[src/rtl/sine_cfg_pkg.sv]
// ---------------------------------------------------------------------------
// sine_cfg_pkg: frame constants, command codes and FSM states for sine_cfg_ctrl. Rev 1.0
// ---------------------------------------------------------------------------
`default_nettype none

package sine_cfg_pkg;

  localparam logic [7:0] HDR_BYTE = 8'hA5;
  localparam logic [7:0] ACK_BYTE = 8'h06;
  localparam logic [7:0] NAK_BYTE = 8'h15;

  localparam logic [7:0] CMD_SET_INC = 8'h01;
  localparam logic [7:0] CMD_SET_AMP = 8'h02;
  localparam logic [7:0] CMD_RUN     = 8'h03;
  localparam logic [7:0] CMD_STATUS  = 8'h04;

  typedef enum logic [2:0] {
    ST_IDLE = 3'd0,
    ST_CMD  = 3'd1,
    ST_DHI  = 3'd2,
    ST_DLO  = 3'd3,
    ST_CHK  = 3'd4,
    ST_EXEC = 3'd5,
    ST_RESP = 3'd6
  } state_t;

  function automatic int tmo_width(input int cycles);
    return $clog2(cycles + 1);
  endfunction

endpackage

`default_nettype wire

[src/rtl/sine_cfg_resp_tx.sv]
// ---------------------------------------------------------------------------
// sine_cfg_resp_tx: 1..3 byte response buffer driving the UART TX valid/ready handshake. Rev 1.0
// ---------------------------------------------------------------------------
`default_nettype none

module sine_cfg_resp_tx (
  input  logic        clk,
  input  logic        rst_n,
  input  logic        load,
  input  logic [23:0] load_bytes,
  input  logic [1:0]  load_cnt,
  input  logic        tx_ready,
  output logic [7:0]  tx_data,
  output logic        tx_valid,
  output logic        last_accept
);

  logic [7:0] sh1;
  logic [7:0] sh2;
  logic [1:0] remaining;

  // tx_data only moves on an accepted transfer, so it is stable while stalled
  always_ff @(posedge clk or negedge rst_n) begin
    if (!rst_n) begin
      tx_valid  <= 1'b0;
      tx_data   <= 8'h00;
      sh1       <= 8'h00;
      sh2       <= 8'h00;
      remaining <= 2'd0;
    end else if (load) begin
      tx_valid  <= 1'b1;
      tx_data   <= load_bytes[23:16];
      sh1       <= load_bytes[15:8];
      sh2       <= load_bytes[7:0];
      remaining <= load_cnt - 2'd1;
    end else if (tx_valid && tx_ready) begin
      if (remaining == 2'd0) begin
        tx_valid <= 1'b0;
      end else begin
        tx_data   <= sh1;
        sh1       <= sh2;
        remaining <= remaining - 2'd1;
      end
    end
  end

  assign last_accept = tx_valid && tx_ready && (remaining == 2'd0);

endmodule

`default_nettype wire

[src/rtl/sine_cfg_ctrl.sv]
// ---------------------------------------------------------------------------
// sine_cfg_ctrl: UART frame parser staging sine generator settings, committed on phase wrap. Rev 1.0
// ---------------------------------------------------------------------------
`default_nettype none

module sine_cfg_ctrl
  import sine_cfg_pkg::*;
#(
  parameter int          TIMEOUT_CYCLES = 100000,
  parameter logic [15:0] DEF_PHASE_INC  = 16'h0400,
  parameter logic [7:0]  DEF_AMP        = 8'hFF
) (
  input  logic        clk,
  input  logic        rst_n,
  input  logic [7:0]  rx_data,
  input  logic        rx_valid,
  output logic [7:0]  tx_data,
  output logic        tx_valid,
  input  logic        tx_ready,
  input  logic        wrap_pulse,
  output logic [15:0] phase_inc,
  output logic [7:0]  amp,
  output logic        run,
  output logic        overrun
);

  localparam int           TW      = tmo_width(TIMEOUT_CYCLES);
  localparam logic [TW-1:0] TMO_MAX = TW'(TIMEOUT_CYCLES);

  state_t        state;
  logic [7:0]    cmd, dhi, dlo, chk;
  logic [TW-1:0] tmo;
  logic [15:0]   staged_inc;
  logic [7:0]    staged_amp;
  logic          pending;

  logic          frame_ok;
  logic          resp_load;
  logic [23:0]   resp_bytes;
  logic [1:0]    resp_cnt;
  logic          last_accept;
  logic          commit;
  logic          in_frame;
  logic          tmo_expired;

  always_comb begin
    frame_ok   = ((cmd ^ dhi ^ dlo) == chk) && (cmd >= CMD_SET_INC) && (cmd <= CMD_STATUS);
    resp_bytes = {NAK_BYTE, 16'h0000};
    resp_cnt   = 2'd1;
    if (frame_ok) begin
      if (cmd == CMD_STATUS) begin
        resp_bytes = {ACK_BYTE, phase_inc};
        resp_cnt   = 2'd3;
      end else begin
        resp_bytes = {ACK_BYTE, 16'h0000};
      end
    end
  end

  assign resp_load   = (state == ST_EXEC);
  // Stopped generator has no wrap to wait for, so commit immediately
  assign commit      = pending && (!run || wrap_pulse);
  assign in_frame    = state inside {ST_CMD, ST_DHI, ST_DLO, ST_CHK};
  assign tmo_expired = (tmo == TMO_MAX);

  always_ff @(posedge clk or negedge rst_n) begin
    if (!rst_n) begin
      state      <= ST_IDLE;
      cmd        <= 8'h00;
      dhi        <= 8'h00;
      dlo        <= 8'h00;
      chk        <= 8'h00;
      tmo        <= '0;
      staged_inc <= DEF_PHASE_INC;
      staged_amp <= DEF_AMP;
      pending    <= 1'b0;
      phase_inc  <= DEF_PHASE_INC;
      amp        <= DEF_AMP;
      run        <= 1'b0;
      overrun    <= 1'b0;
    end else begin
      // Commit first so a same-cycle EXEC write re-arms pending afterwards
      if (commit) begin
        phase_inc <= staged_inc;
        amp       <= staged_amp;
        pending   <= 1'b0;
      end

      if (!in_frame || rx_valid) begin
        tmo <= '0;
      end else if (!tmo_expired) begin
        tmo <= tmo + 1'b1;
      end

      if ((state == ST_EXEC || state == ST_RESP) && rx_valid) begin
        overrun <= 1'b1;
      end

      case (state)
        ST_IDLE: if (rx_valid && rx_data == HDR_BYTE) state <= ST_CMD;
        ST_CMD: begin
          if (rx_valid) begin
            cmd   <= rx_data;
            state <= ST_DHI;
          end else if (tmo_expired) state <= ST_IDLE;
        end
        ST_DHI: begin
          if (rx_valid) begin
            dhi   <= rx_data;
            state <= ST_DLO;
          end else if (tmo_expired) state <= ST_IDLE;
        end
        ST_DLO: begin
          if (rx_valid) begin
            dlo   <= rx_data;
            state <= ST_CHK;
          end else if (tmo_expired) state <= ST_IDLE;
        end
        ST_CHK: begin
          if (rx_valid) begin
            chk   <= rx_data;
            state <= ST_EXEC;
          end else if (tmo_expired) state <= ST_IDLE;
        end
        ST_EXEC: begin
          if (frame_ok) begin
            if (cmd == CMD_SET_INC) begin
              staged_inc <= {dhi, dlo};
              pending    <= 1'b1;
            end
            if (cmd == CMD_SET_AMP) begin
              staged_amp <= dlo;
              pending    <= 1'b1;
            end
            if (cmd == CMD_RUN) run <= dlo[0];
          end
          state <= ST_RESP;
        end
        ST_RESP: if (last_accept) state <= ST_IDLE;
        default: state <= ST_IDLE;
      endcase
    end
  end

  sine_cfg_resp_tx u_resp_tx (
    .clk         (clk),
    .rst_n       (rst_n),
    .load        (resp_load),
    .load_bytes  (resp_bytes),
    .load_cnt    (resp_cnt),
    .tx_ready    (tx_ready),
    .tx_data     (tx_data),
    .tx_valid    (tx_valid),
    .last_accept (last_accept)
  );

endmodule

`default_nettype wire

[config.mk]
export PLATFORM = sky130hd
export DESIGN_NAME = sine_cfg_ctrl
export DESIGN_NICKNAME = d
export VERILOG_FILES = /design/src/rtl/sine_cfg_pkg.sv /design/src/rtl/sine_cfg_resp_tx.sv /design/src/rtl/sine_cfg_ctrl.sv
export SDC_FILE = /design/constraint.sdc
export NUM_CORES = 1
export LEC_CHECK = 0
export CAP_MARGIN = 20
export CORE_ASPECT_RATIO = 0.5
export CORE_UTILIZATION = 58
export DETAILED_ROUTE_END_ITERATION = 12
export PLACE_DENSITY = 0.8
export REMOVE_ABC_BUFFERS = 1
export SLEW_MARGIN = 5
export SYNTH_ARGS = -nofsm -noshare
export SYNTH_HDL_FRONTEND = slang
export SYNTH_SLANG_ARGS = --single-unit
export TNS_END_PERCENT = 1
[constraint.sdc]
create_clock -name clk -period 2.4 [get_ports clk]
set_input_delay 0.36 -clock clk [delete_from_list [all_inputs] [get_ports clk]]
set_output_delay 0.36 -clock clk [all_outputs]
set_load 0.1 [all_outputs]
==> results.py <==
metrics = {
    "timing": {
        "maxSlewViolCount": 0,
        "setup-violations-final": 0,
        "hold_viol": 0,
        "timing.final.ws_setup_ns": 0.163,
        "max_slew_margin": 0.353,
        "fin_setup_tns_ns": 0,
        "fin_crit_ns": 2.24,
        "worst_slew_pin_slew_ns": 0.967,
        "skew_ns": 0.00883,
        "fmax_ghz": 0.447,
        "timing.final.crit_share": 0.932,
        "rsz0062_at_grt": "false",
    },
    "floorplanning": {
        "dieArea_mm2": 0.0103,
        "die_w_um": 143,
        "die_h_um": 72.4,
        "core_area_mm2": 0.00954,
        "start_util": 0.602,
        "num_rows": 25,
        "pin_count": 48,
    },
    "synthesis": {
        "synth_fa_ha_area_frac": 0.00436,
        "synth_edf_count": 0,
        "synth_top_family_by_area": "multiplexers",
        "syn_avg_cell_area_um2": 12.6,
        "yosys_most_used_dff": "dfrtp_1",
        "synth_compound_area_frac": 0.0499,
        "yosysSeqAreaShare": 0.570,
        "synthArstFlopShare": 1.00,
        "synth_xor_area_frac": 0.0671,
        "synth_simple_gate_area_frac": 0.110,
        "ys_warn_count": 0,
        "ys_ff_latch": 130,
        "synthMuxAreaShare": 0.179,
        "syn-cell-area_mm2": 0.00574,
        "syn_inst": 456,
        "yosysUniqueCellTypes": 43,
    },
    "power_and_ir_drop": {
        "p_per_area_mw_per_mm2": 1180,
        "seqPwrFrac": 0.369,
        "p_int_mw": 5.47,
        "report.power.total_mw": 8.31,
        "power_leakage_nw": 3.30,
        "pwr-share-clk": 0.340,
        "p_sw_frac": 0.342,
        "combPwrFrac": 0.290,
        "p_switching_mw": 2.84,
        "ir_drop_mv": 0.534,
    },
    "cells_and_area": {
        "n_antenna_cell": 0,
        "finish.instance_area_mm2": 0.00704,
        "fillers": 635,
        "drive_gt1_frac": 0.352,
        "layout.nets": 539,
        "multi_input_area_mm2": 0.00237,
        "final_cell_mix": "dfrtp_1 (112), mux2_2 (71), buf_4 (50)",
        "seq_area_mm2": 0.00328,
        "final_common_cell": "dfrtp_1",
        "area_growth_pct": 22.6,
    },
    "detailed_routing": {
        "routed_via_density": 5.59,
        "vias": 3754,
        "first_pass_iters": 4,
        "wl_per_cell_um": 17.9,
        "drc": 0,
        "totalWireLength_um": 12100,
        "ant_nets": 0,
        "drt_iter0_drc": 290,
    },
    "clocking": {
        "clock_latency_ns": 0.41,
        "cts_setup_buffers": 0,
        "clock_path_buffers": 2,
        "cts_buffers": 17,
        "clk_pin_slew_worst_paths_ns": 0.06,
        "cts_max_level": 4,
        "cts.sink_count": 130,
        "cts_root_buf": "clkbuf_16",
        "cts_tree": "built",
    },
    "setup_path": {
        "critPathArrivalTime_ns": 2.52,
        "worst_setup_path_start_kind": "flip-flop",
        "slowest_stage": "dfrtp_1",
        "crit_chain": "nor2_1 -> xnor2_1 -> nor3b_1 -> buf_4 -> nand4_4 -> mux2_4",
        "crit_path_end_kind": "flip-flop",
        "crit_fanout": 16,
        "cpPeakStageDelay_ns": 0.47,
        "crit_required_ns": 2.69,
        "critPathKind": "reg -> reg",
    },
    "global_routing": {
        "grt_max_degree": 46,
        "grt_overflow": 0,
        "grt_pass1_vias": 3889,
        "antenna_found_initial": 0,
        "grt_first_pass_wirelength_um": 20300,
        "grt.total_usage": 0.266,
    },
    "placed_design": {
        "dpl.hpwl_um": 8000,
        "gp_congestion": 0.819,
        "dp_slack_ns": 0.170,
        "post_dp_cell_area_mm2": 0.00637,
        "numPortBuffers": 47,
    },
    "hold_path": {
        "hold_path.class": "reg -> reg",
    },
    "flow_run": {
        "timing.max_cap.violations": 0,
    },
    "run_status": {
        "status": "finished clean",
    },
}
-- final timing paths --
| kind | start | to | slack, ns | cells after the start |
|---|---|---|---|---|
| worst max-delay path | cmd[1] | staged_inc[11] | 0.16 | 6 |
| worst min-delay path | u_resp_tx.sh2[0] | u_resp_tx.sh2[0] | 0.47 | 2 |
| worst max register to register | cmd[1] | staged_inc[11] | 0.16 | 6 |
| worst min register to register | u_resp_tx.sh2[0] | u_resp_tx.sh2[0] | 0.47 | 2 |
| max in group asynchronous | rst_n | amp[2] | 1.18 | 3 |
| min in group asynchronous | rst_n | tmo[5] | 0.51 | 2 |
-- flip-flops by register name, indices dropped and copies added (netlist names) --
register,flops
amp,8
dlo,8
phase_inc,16
run,1
chk,8
tmo,17
u_resp_tx.tx_data,8
staged_inc,16
u_resp_tx.remaining,2
dhi,8
state,3
u_resp_tx.sh1,8
u_resp_tx.tx_valid,1
cmd,8
staged_amp,8
pending,1
overrun,1
u_resp_tx.sh2,8
-- power groups by stage --
stage / clock, mW / combinational [mW] / sequential [mW]
6_report: 2.83 / 2.41 / 3.07
4_1_cts: 2.85 / 2.42 / 3.06
3_3_place_gp: 0 / 2.29 / 3.06
3_5_place_dp: 0 / 2.36 / 3.09
2_1_floorplan: 0 / 1.28 / 3.51
5_1_grt: 2.95 / 2.59 / 3.13
-- worst max-delay path, delay by kind of cell (launching register included) --
family,cells,cell delay (ns)
buffers and inverters,1,0.21
xor gates and xnor gates,1,0.17
muxes,1,0.42
and+or+nand+nor,3,0.83
DFF,1,0.47
-- synthesized netlist by cell type, types with 2 or more instances --
cell	instances	share of area
dfrtp_1	112	0.49
mux2_2	71	0.14
o21ai_0	33	0.029
nor2_1	28	0.018
nand2_1	25	0.016
xnor2_1	24	0.037
xor2_1	20	0.030
dfstp_2	18	0.082
a21oi_1	11	0.0096
inv_1	11	0.0072
clkbuf_1	10	0.0065
mux2_4	10	0.026
nand2b_1	9	0.0098
mux2i_1	8	0.014
nand3_1	7	0.0061
nand4_1	6	0.0065
and3_1	4	0.0044
nor3_1	4	0.0035
nor3b_1	4	0.0052
nor4b_1	4	0.0061
buf_2	3	0.0026
nor2b_1	3	0.0033
nor4bb_1	3	0.0052
a21boi_0	2	0.0026
and2_1	2	0.0022
and4_1	2	0.0031
ha_1	2	0.0044
nand3b_1	2	0.0026
nor4_2	2	0.0044
o211ai_1	2	0.0026
or3_1	2	0.0022
-- kinds of logic (layout without fill, tap and decap cells) --
kind of cell,Yosys count,in the layout
DFF,130,130
and+or+nand+nor,112,112
adders and majority gates,2,2
buffers and inverters,26,107
muxes,89,89
AOI/OAI and AO/OA,53,53
xor gates and xnor gates,44,44
-- metrics by stage --
stage	utilization	std cells	hold slack, ns
after global placement	0.668	639	0.412
after global routing	0.738	672	0.495
after CTS	0.738	672	0.477
final	0.738	672	0.475
after floorplan	-	441	0.0644
after detailed placement	0.668	639	0.412
-- metal layers --
layer  global-route usage  vias up  part of all wire
met3               0.0535       25             0.032
met2                0.420       66              0.47
met1                0.361     1925              0.47
met5                    0        -                 0
li1                     -     1738                 -
met4                0.122        0             0.020
-- repair_timing --
| action | CTS | global route |
|---|---|---|
| endpoints found under the hold margin | 35 | 0 |
| endpoints found under the setup margin | 0 | 16 |
| hold buffers | 1 | 0 |
| gates resized for setup | 0 | 1 |
-- cell type report --
type                    instances  share of cell area
clock buffers                  19              0.0629
clock inverters                13              0.0297
inverters                      11             0.00586
multi-input cells             300               0.336
flip-flops and latches        130               0.465
well taps                     135              0.0240
repair buffers                 64              0.0760
No activity file was read; power rests on OpenSTA's default activity.
